`config.mk`:
```
export PLATFORM = sky130hd
export DESIGN_NAME = sort_frame_controller_flat
export DESIGN_NICKNAME = d
export VERILOG_FILES = /design/src/rtl/sort_frame_if.sv /design/src/rtl/sort_frame_controller.sv /design/src/flat_wrapper.sv
export SDC_FILE = /design/constraint.sdc
export NUM_CORES = 1
export LEC_CHECK = 0
export CAP_MARGIN = 40
export CORE_UTILIZATION = 30
export CTS_CLUSTER_DIAMETER = 40
export DETAILED_ROUTE_END_ITERATION = 10
export PLACE_DENSITY = 0.73
export SKIP_CTS_REPAIR_TIMING = 1
export SYNTH_ARGS = -nofsm -noshare
export SYNTH_HDL_FRONTEND = slang
export SYNTH_SLANG_ARGS = --single-unit
```
`constraint.sdc`:
```
create_clock -name clk -period 2.59 [get_ports clk]
set_input_delay 0.259 -clock clk [delete_from_list [all_inputs] [get_ports clk]]
set_output_delay 0.259 -clock clk [all_outputs]
set_load 0.005 [all_outputs]
```
`src/rtl/sort_frame_if.sv`:
```
// sort_frame_if: valid/ready input and output element streams of the sort frame controller
interface sort_frame_if #(parameter int DATA_WIDTH = 8);
  logic                  in_valid;
  logic                  in_ready;
  logic [DATA_WIDTH-1:0] in_data;
  logic                  in_last;
  logic                  out_valid;
  logic                  out_ready;
  logic [DATA_WIDTH-1:0] out_data;
  logic                  out_last;
  modport master (
    output in_valid, in_data, in_last, out_ready,
    input  in_ready, out_valid, out_data, out_last
  );
  modport slave (
    input  in_valid, in_data, in_last, out_ready,
    output in_ready, out_valid, out_data, out_last
  );
endinterface

```
`src/rtl/sort_frame_controller.sv`:
```
// sort_frame_controller: loads a frame into the serial sorter, drains it sorted, then clears the sorter
module sort_frame_controller #(
  parameter int DATA_WIDTH = 8,
  parameter int SIZE       = 3
) (
  input  logic                  clk,
  input  logic                  reset,
  sort_frame_if.slave           bus,
  output logic                  truncated,
  output logic                  sort_enable,
  output logic                  sort_write,
  output logic [DATA_WIDTH-1:0] sort_unsorted,
  output logic                  sort_clear_n,
  input  logic [DATA_WIDTH-1:0] sort_sorted
);
  localparam int CW = $clog2(SIZE + 1);
  typedef enum logic [1:0] {LOAD, DRAIN, CLEAR} state_t;
  state_t          state, next;
  logic [CW-1:0]   count, next_count;
  logic            accept, pop;
  always_comb begin
    accept        = state == LOAD && bus.in_valid && bus.in_ready;
    pop           = state == DRAIN && bus.out_valid && bus.out_ready;
    sort_enable   = accept || pop;
    sort_write    = !pop;
    sort_unsorted = bus.in_data;
    bus.out_data  = sort_sorted;
    next_count    = accept ? count + CW'(1) : pop ? count - CW'(1) : count;
    next          = state == CLEAR ? LOAD :
                    accept && (bus.in_last || count == CW'(SIZE - 1)) ? DRAIN :
                    pop && count == CW'(1) ? CLEAR : state;
  end
  // Registered outputs are computed from the next state so they line up with the state they describe.
  always_ff @(posedge clk or negedge reset) begin
    if (!reset) begin
      state         <= LOAD;
      count         <= '0;
      bus.in_ready  <= 1'b0;
      bus.out_valid <= 1'b0;
      bus.out_last  <= 1'b0;
      truncated     <= 1'b0;
      sort_clear_n  <= 1'b0;
    end else begin
      state         <= next;
      count         <= next_count;
      bus.in_ready  <= next == LOAD;
      bus.out_valid <= next == DRAIN && next_count != '0;
      bus.out_last  <= next == DRAIN && next_count == CW'(1);
      truncated     <= (accept && next == DRAIN && !bus.in_last) ||
                       (truncated && !(accept && count == '0));
      sort_clear_n  <= next != CLEAR;
    end
  end
endmodule
```
`src/flat_wrapper.sv`:
```
// flat-port wrapper written by rule: the top's interface ports become plain ports
module sort_frame_controller_flat 
#(
  parameter int DATA_WIDTH = 8,
  parameter int SIZE       = 3
)
  (clk, reset, truncated, sort_enable, sort_write, sort_unsorted, sort_clear_n, sort_sorted, bus_in_valid, bus_in_data, bus_in_last, bus_out_ready, bus_in_ready, bus_out_valid, bus_out_data, bus_out_last);
  sort_frame_if #(.DATA_WIDTH(DATA_WIDTH)) bus_i ();
  input  logic clk;
  input  logic reset;
  output logic truncated;
  output logic sort_enable;
  output logic sort_write;
  output logic [DATA_WIDTH-1:0] sort_unsorted;
  output logic sort_clear_n;
  input  logic [DATA_WIDTH-1:0] sort_sorted;
  input wire logic [$bits(bus_i.in_valid)-1:0] bus_in_valid;
  input wire logic [$bits(bus_i.in_data)-1:0] bus_in_data;
  input wire logic [$bits(bus_i.in_last)-1:0] bus_in_last;
  input wire logic [$bits(bus_i.out_ready)-1:0] bus_out_ready;
  output wire logic [$bits(bus_i.in_ready)-1:0] bus_in_ready;
  output wire logic [$bits(bus_i.out_valid)-1:0] bus_out_valid;
  output wire logic [$bits(bus_i.out_data)-1:0] bus_out_data;
  output wire logic [$bits(bus_i.out_last)-1:0] bus_out_last;
  assign bus_i.in_valid = bus_in_valid;
  assign bus_i.in_data = bus_in_data;
  assign bus_i.in_last = bus_in_last;
  assign bus_i.out_ready = bus_out_ready;
  assign bus_in_ready = bus_i.in_ready;
  assign bus_out_valid = bus_i.out_valid;
  assign bus_out_data = bus_i.out_data;
  assign bus_out_last = bus_i.out_last;
  sort_frame_controller #(.DATA_WIDTH(DATA_WIDTH), .SIZE(SIZE)) u_core (.clk(clk), .reset(reset), .bus(bus_i), .truncated(truncated), .sort_enable(sort_enable), .sort_write(sort_write), .sort_unsorted(sort_unsorted), .sort_clear_n(sort_clear_n), .sort_sorted(sort_sorted));
endmodule
```
==> results_dict.tcl, run 1 <==
set metrics [dict create \
    layout_common_cells "11 x clkdlybuf4s50_1, 9 x dfrtp_1, 4 x inv_1" \
    syn2layout_area_growth_pct 8.225 \
    synth_nets 75 \
    end_kind "output pin" \
    ys_ff_latch 9 \
    status "finished, final reports clean" \
    rows 15 \
    synth_cells 51 \
    cap_violations 0 \
    power_leakage_nw 0.2663 \
    io-pin-count 44 \
    cp.required_ns 2.33 \
    die_area_sq_um 2106 \
    dieWidth_um 45.90 \
    grt_setup_unrepaired "false" \
    wl_per_cell_um 12.00 \
    multi_input_area_sq_um 217.7 \
    fp.dieH_um 45.90 \
    synth_edf_count 0 \
    final_layout_size_suffix_gt1_share_pct 20.00 \
    syn_avg_cell_area_sq_um 11.33 \
    fmax_mhz 497.3 \
    crit_fanout 6 \
    drt_iter0_markers 4 \
    vias_per_cell 4.320 \
    ff_latch_area_sq_um 225.2 \
    instances_no_fill 75 \
    p_total_uw 722.1 \
    tightest_slew_ns 0.4075 \
    arrival_ns 1.75 \
    route.detailed.drc 0 \
    yosysWarningCount 0 \
    post-route-period-util_pct 77.64 \
    antenna_cells 0 \
    dp_cells 71 \
    grt_pass1_vias 316 \
    hold_violations 0 \
    slew-limit-headroom_pct 72.75 \
    vdd_drop_max_mv 0.3611 \
    yosysSeqAreaShare_pct 38.96 \
    nNetsFinal 75 \
    fin_skew_ns 0.005700 \
    ys.flop_type "dfrtp_1" \
    initial_core_util_pct 32.77 \
    vias 324 \
    routed_wl_um 900 \
    grt.overflow.total 0 \
    synth.cell_area_sq_um 578.1 \
    clock_sinks 9 \
    powerDensity_nw_per_um2 1154 \
    hpwl_um 668.1 \
    detail-route-antenna-nets 0 \
    slew_violations 0 \
    clockBufferDepth 2 \
    dr.pass1.iters 4 \
    clkTransAtPathRegs_ns 0.06 \
    fin_setup_tns_ns 0 \
    coreArea_sq_um 1764 \
    clk_latency_ns 0.26 \
    port_buffers 11 \
    cts-root-buf "clkbuf_4" \
    antenna_found_initial 0 \
    fill_cells 187 \
    start_kind "flip-flop" \
    grt_max_degree 10 \
    grt_pass1_wl_um 1435 \
    setup_viol 0 \
    min_period_ns 2.011 \
    cts_tree "done" \
    layout_commonest_cell "clkdlybuf4s50_1" \
    async_flop_share_pct 100.0 \
    place.gp.congestion 0.8481 \
    cts_made_buffers 3 \
    htree_levels 1 \
    path_class "flip-flop to output pin" \
    synth_cell_type_count 21 \
    hold_path.class "input pin to async pin" \
    grt_use_total_pct 10.68 \
]
==> cells by family (layout without fill, tap and decap cells) <==
logic type	count (synthesis)	count (layout)	synth area share, %
DFF	9	9	38.96
xor gates and xnor gates	1	1	2.815
AOI/OAI and AO/OA	7	7	12.12
muxes	1	1	2.597
buffers and inverters	20	19	23.38
adders and majority gates	3	3	6.494
and+or+nand+nor	10	10	13.64
==> synth_stat cells (all sizes together) (2+ instances only) <==
cell type,number,area [sq um]
a31oi,2,27.53
ha,3,37.54
inv,4,15.01
dfrtp,9,225.2
nand2,3,11.26
buf,16,120.1
==> flip-flops by register name (all words and copies together) (netlist names) <==
register,cells
u_core.count,2
u_core.state,2
u_core.bus.out_last,1
u_core.bus.in_ready,1
u_core.sort_clear_n,1
u_core.truncated,1
u_core.bus.out_valid,1
==> worst paths after layout <==
kind | start | to | slack [ns] | cells past startpoint
setup / recovery | u_core.state[0] | sort_enable | 0.58 | 3
hold / removal | reset | u_core.bus.in_ready | 0.29 | 1
setup reg to reg | u_core.count[0] | u_core.bus.out_last | 1.02 | 5
hold reg to reg | u_core.truncated | u_core.truncated | 0.50 | 1
max in group asynchronous | reset | u_core.bus.out_valid | 2.01 | 1
min in group clk | u_core.truncated | u_core.truncated | 0.50 | 1
==> report_power, final <==
part	switching (mW)	internal, mW	total (mW)
registers	0.0446	0.200	0.245
logic	0.160	0.208	0.368
clock network	0.0505	0.0594	0.110
total	0.255	0.467	0.722
==> layer usage <==
| layer | up-vias | track usage [%] | wire length, um | share of wire [%] |
|---|---|---|---|---|
| met3 | 4 | 3.968 | 86 | 9.6 |
| met4 | 0 | 12.94 | 35 | 3.9 |
| met1 | 155 | 13.49 | 420 | 47 |
| li1 | 151 | - | - | - |
| met5 | - | 0 | 0 | 0 |
| met2 | 14 | 12.11 | 357 | 40 |
==> critical path, stage by stage (launching register included) <==
cell and delay, ns:
dfrtp_1 0.43, and4bb_4 0.40, nand2b_4 0.16, clkdlybuf4s50_1 0.50
==> layout make-up <==
class	count	share of cell area, %
flip-flops and latches	9	36.00
multi-input cells	22	34.80
repair buffers	11	17.60
well taps	25	5.000
clock buffers	4	4.200
inverters	4	2.400
==> per-stage QoR <==
step / utilization (%) / setup slack, ns / hold slack, ns / area, sq um
2_1_floorplan: - / 1.138 / -0.03659 / 578.1
3_3_place_gp: 33.97 / 0.6251 / 0.4846 / 599.3
3_5_place_dp: 33.97 / 0.6146 / 0.4951 / 599.3
4_1_cts: 35.46 / 0.5695 / 0.3097 / 625.6
5_1_grt: 35.46 / 0.4857 / 0.3333 / 625.6
6_report: 35.46 / 0.5792 / 0.2887 / 625.6
Note: power is estimated with default switching activity, not from simulation.
==> run 2, diff against run 1 <==
CORE_UTILIZATION = 29   (was 30)
PLACE_DENSITY = 0.74   (was 0.73)
clock period = 1.8 ns   (was 2.59 ns; I/O delays follow)
==> results_dict.tcl, run 2 (synthesized netlist as in run 1, its figures left out) <==
set metrics [dict create \
    fin_setup_tns_ns 0 \
    slew_violations 0 \
    crit_fanout 5 \
    reg_top3 "u_core.count: 2 flops, u_core.state: 2 flops" \
    fmax_mhz 576.6 \
    grt_use_total_pct 9.413 \
    clockBufferDepth 2 \
    place.gp.congestion 0.7874 \
    syn2layout_area_growth_pct 14.07 \
    wl_per_cell_um 11.37 \
    path_class "flip-flop to output pin" \
    instances_no_fill 79 \
    post-route-period-util_pct 96.35 \
    power_leakage_nw 0.3010 \
    cp.required_ns 1.62 \
    fill_cells 205 \
    worstPathCellList "and4b_2 > inv_2 > clkdlybuf4s50_1" \
    setup_viol 0 \
    start_kind "flip-flop" \
    coreArea_sq_um 1802 \
    grt_max_degree 10 \
    clk_latency_ns 0.25 \
    regToRegStartpoint "u_core.count[0]" \
    postLayoutCoreUtil_pct 36.60 \
    clkTransAtPathRegs_ns 0.06 \
    cts_made_buffers 3 \
    grt_pass1_wl_um 1352 \
    layout_common_cells "10 x clkdlybuf4s50_1, 9 x dfrtp_1, 4 x buf_4" \
    reg2regPathDepth 5 \
    fp.dieH_um 46.65 \
    die_area_sq_um 2176 \
    fin_area_sq_um 659.4 \
    vias 334 \
    initial_core_util_pct 32.08 \
    route.detailed.drc 0 \
    end_kind "output pin" \
    tightest_slew_ns 0.3967 \
    slew-limit-headroom_pct 73.47 \
    cap_violations 0 \
    hpwl_um 703.5 \
    detail-route-antenna-nets 0 \
    ff_latch_area_sq_um 225.2 \
    hold_path.class "input pin to async pin" \
    nNetsFinal 79 \
    status "finished, final reports clean" \
    grt_pass1_vias 327 \
    rows 15 \
    final_layout_size_suffix_gt1_share_pct 29.63 \
    r2r_slack_ns 0.26 \
    r2r_end "u_core.bus.out_last" \
    cp_slowest_cell "clkdlybuf4s50_1" \
    powerDensity_nw_per_um2 1632 \
    io-pin-count 44 \
    multi_input_area_sq_um 219.0 \
    antenna_cells 0 \
    routed_wl_um 898 \
    grt_setup_unrepaired "false" \
    dieWidth_um 46.65 \
    layout_commonest_cell "clkdlybuf4s50_1" \
    vdd_drop_max_mv 0.6071 \
    dr.pass1.iters 4 \
    clock_sinks 9 \
    antenna_found_initial 0 \
    drt_iter0_markers 3 \
    port_buffers 11 \
    arrival_ns 1.55 \
    hold_violations 0 \
    cts-root-buf "clkbuf_4" \
    cts_tree "done" \
    cpPeakStageDelay_ns 0.51 \
    min_period_ns 1.734 \
    htree_levels 1 \
    dp_cells 73 \
    grt.overflow.total 0 \
    vias_per_cell 4.228 \
    fin_skew_ns 0.0002603 \
    placed_area_sq_um 614.3 \
]
run 2: changes by cell type in the layout (fill, tap and decap cells not counted):
cell and delta:
and4b_1 -1, and4b_2 +1, buf_4 +4, clkdlybuf4s50_1 -1
dlymetal6s2s_1 +1, inv_1 -1, inv_2 +1
run 2: layer usage:
layer | wire length (um) | GRT usage, % | up-vias
met1 | 420 | 11.96 | 154
li1 | - | - | 162
met4 | 9 | 7.429 | 0
met3 | 95 | 4.706 | 2
met5 | 0 | 0 | -
met2 | 372 | 11.67 | 16
run 2: worst max path at each step:
stage                          from             endpoint  slack [ns]  depth (start not counted)
CTS                 u_core.state[1]          sort_enable       -0.07                          4
global placement      bus_out_ready          sort_enable     0.00002                          5
global route        u_core.state[0]           sort_write        0.02                          3
finish              u_core.state[0]           sort_write        0.07                          3
detailed placement    bus_out_ready          sort_enable      -0.003                          5
floorplan           u_core.count[0]  u_core.bus.out_last        0.35                          5
run 2: layout make-up:
type                    count  area share, %
flip-flops and latches      9          34.16
repair buffers             15          21.63
inverters                   4          2.277
clock buffers               4          3.985
multi-input cells          22          33.21
well taps                  25          4.744
run 2: power breakdown:
part           switching (mW)  internal, mW
registers              0.0594         0.288
clock network          0.0695        0.0854
logic                   0.234         0.340
run 2: critical path, delay by kind of cell, from the launching register on:
kind                   cells  cell delay, ns
buffers and inverters      2            0.62
flip-flops                 1            0.42
AND/OR/NAND/NOR            1            0.26
run 2: per-stage QoR:
stage | worst slack (ns) | hold slack, ns | total power [mW]
after floorplan | 0.3475 | -0.1156 | 0.7205
after global placement | 0.00001632 | 0.3600 | 0.8844
after detailed placement | -0.002525 | 0.3600 | 0.8976
after CTS | -0.06507 | 0.2261 | 1.056
after global routing | 0.01649 | 0.2547 | 1.153
final | 0.06575 | 0.2144 | 1.076
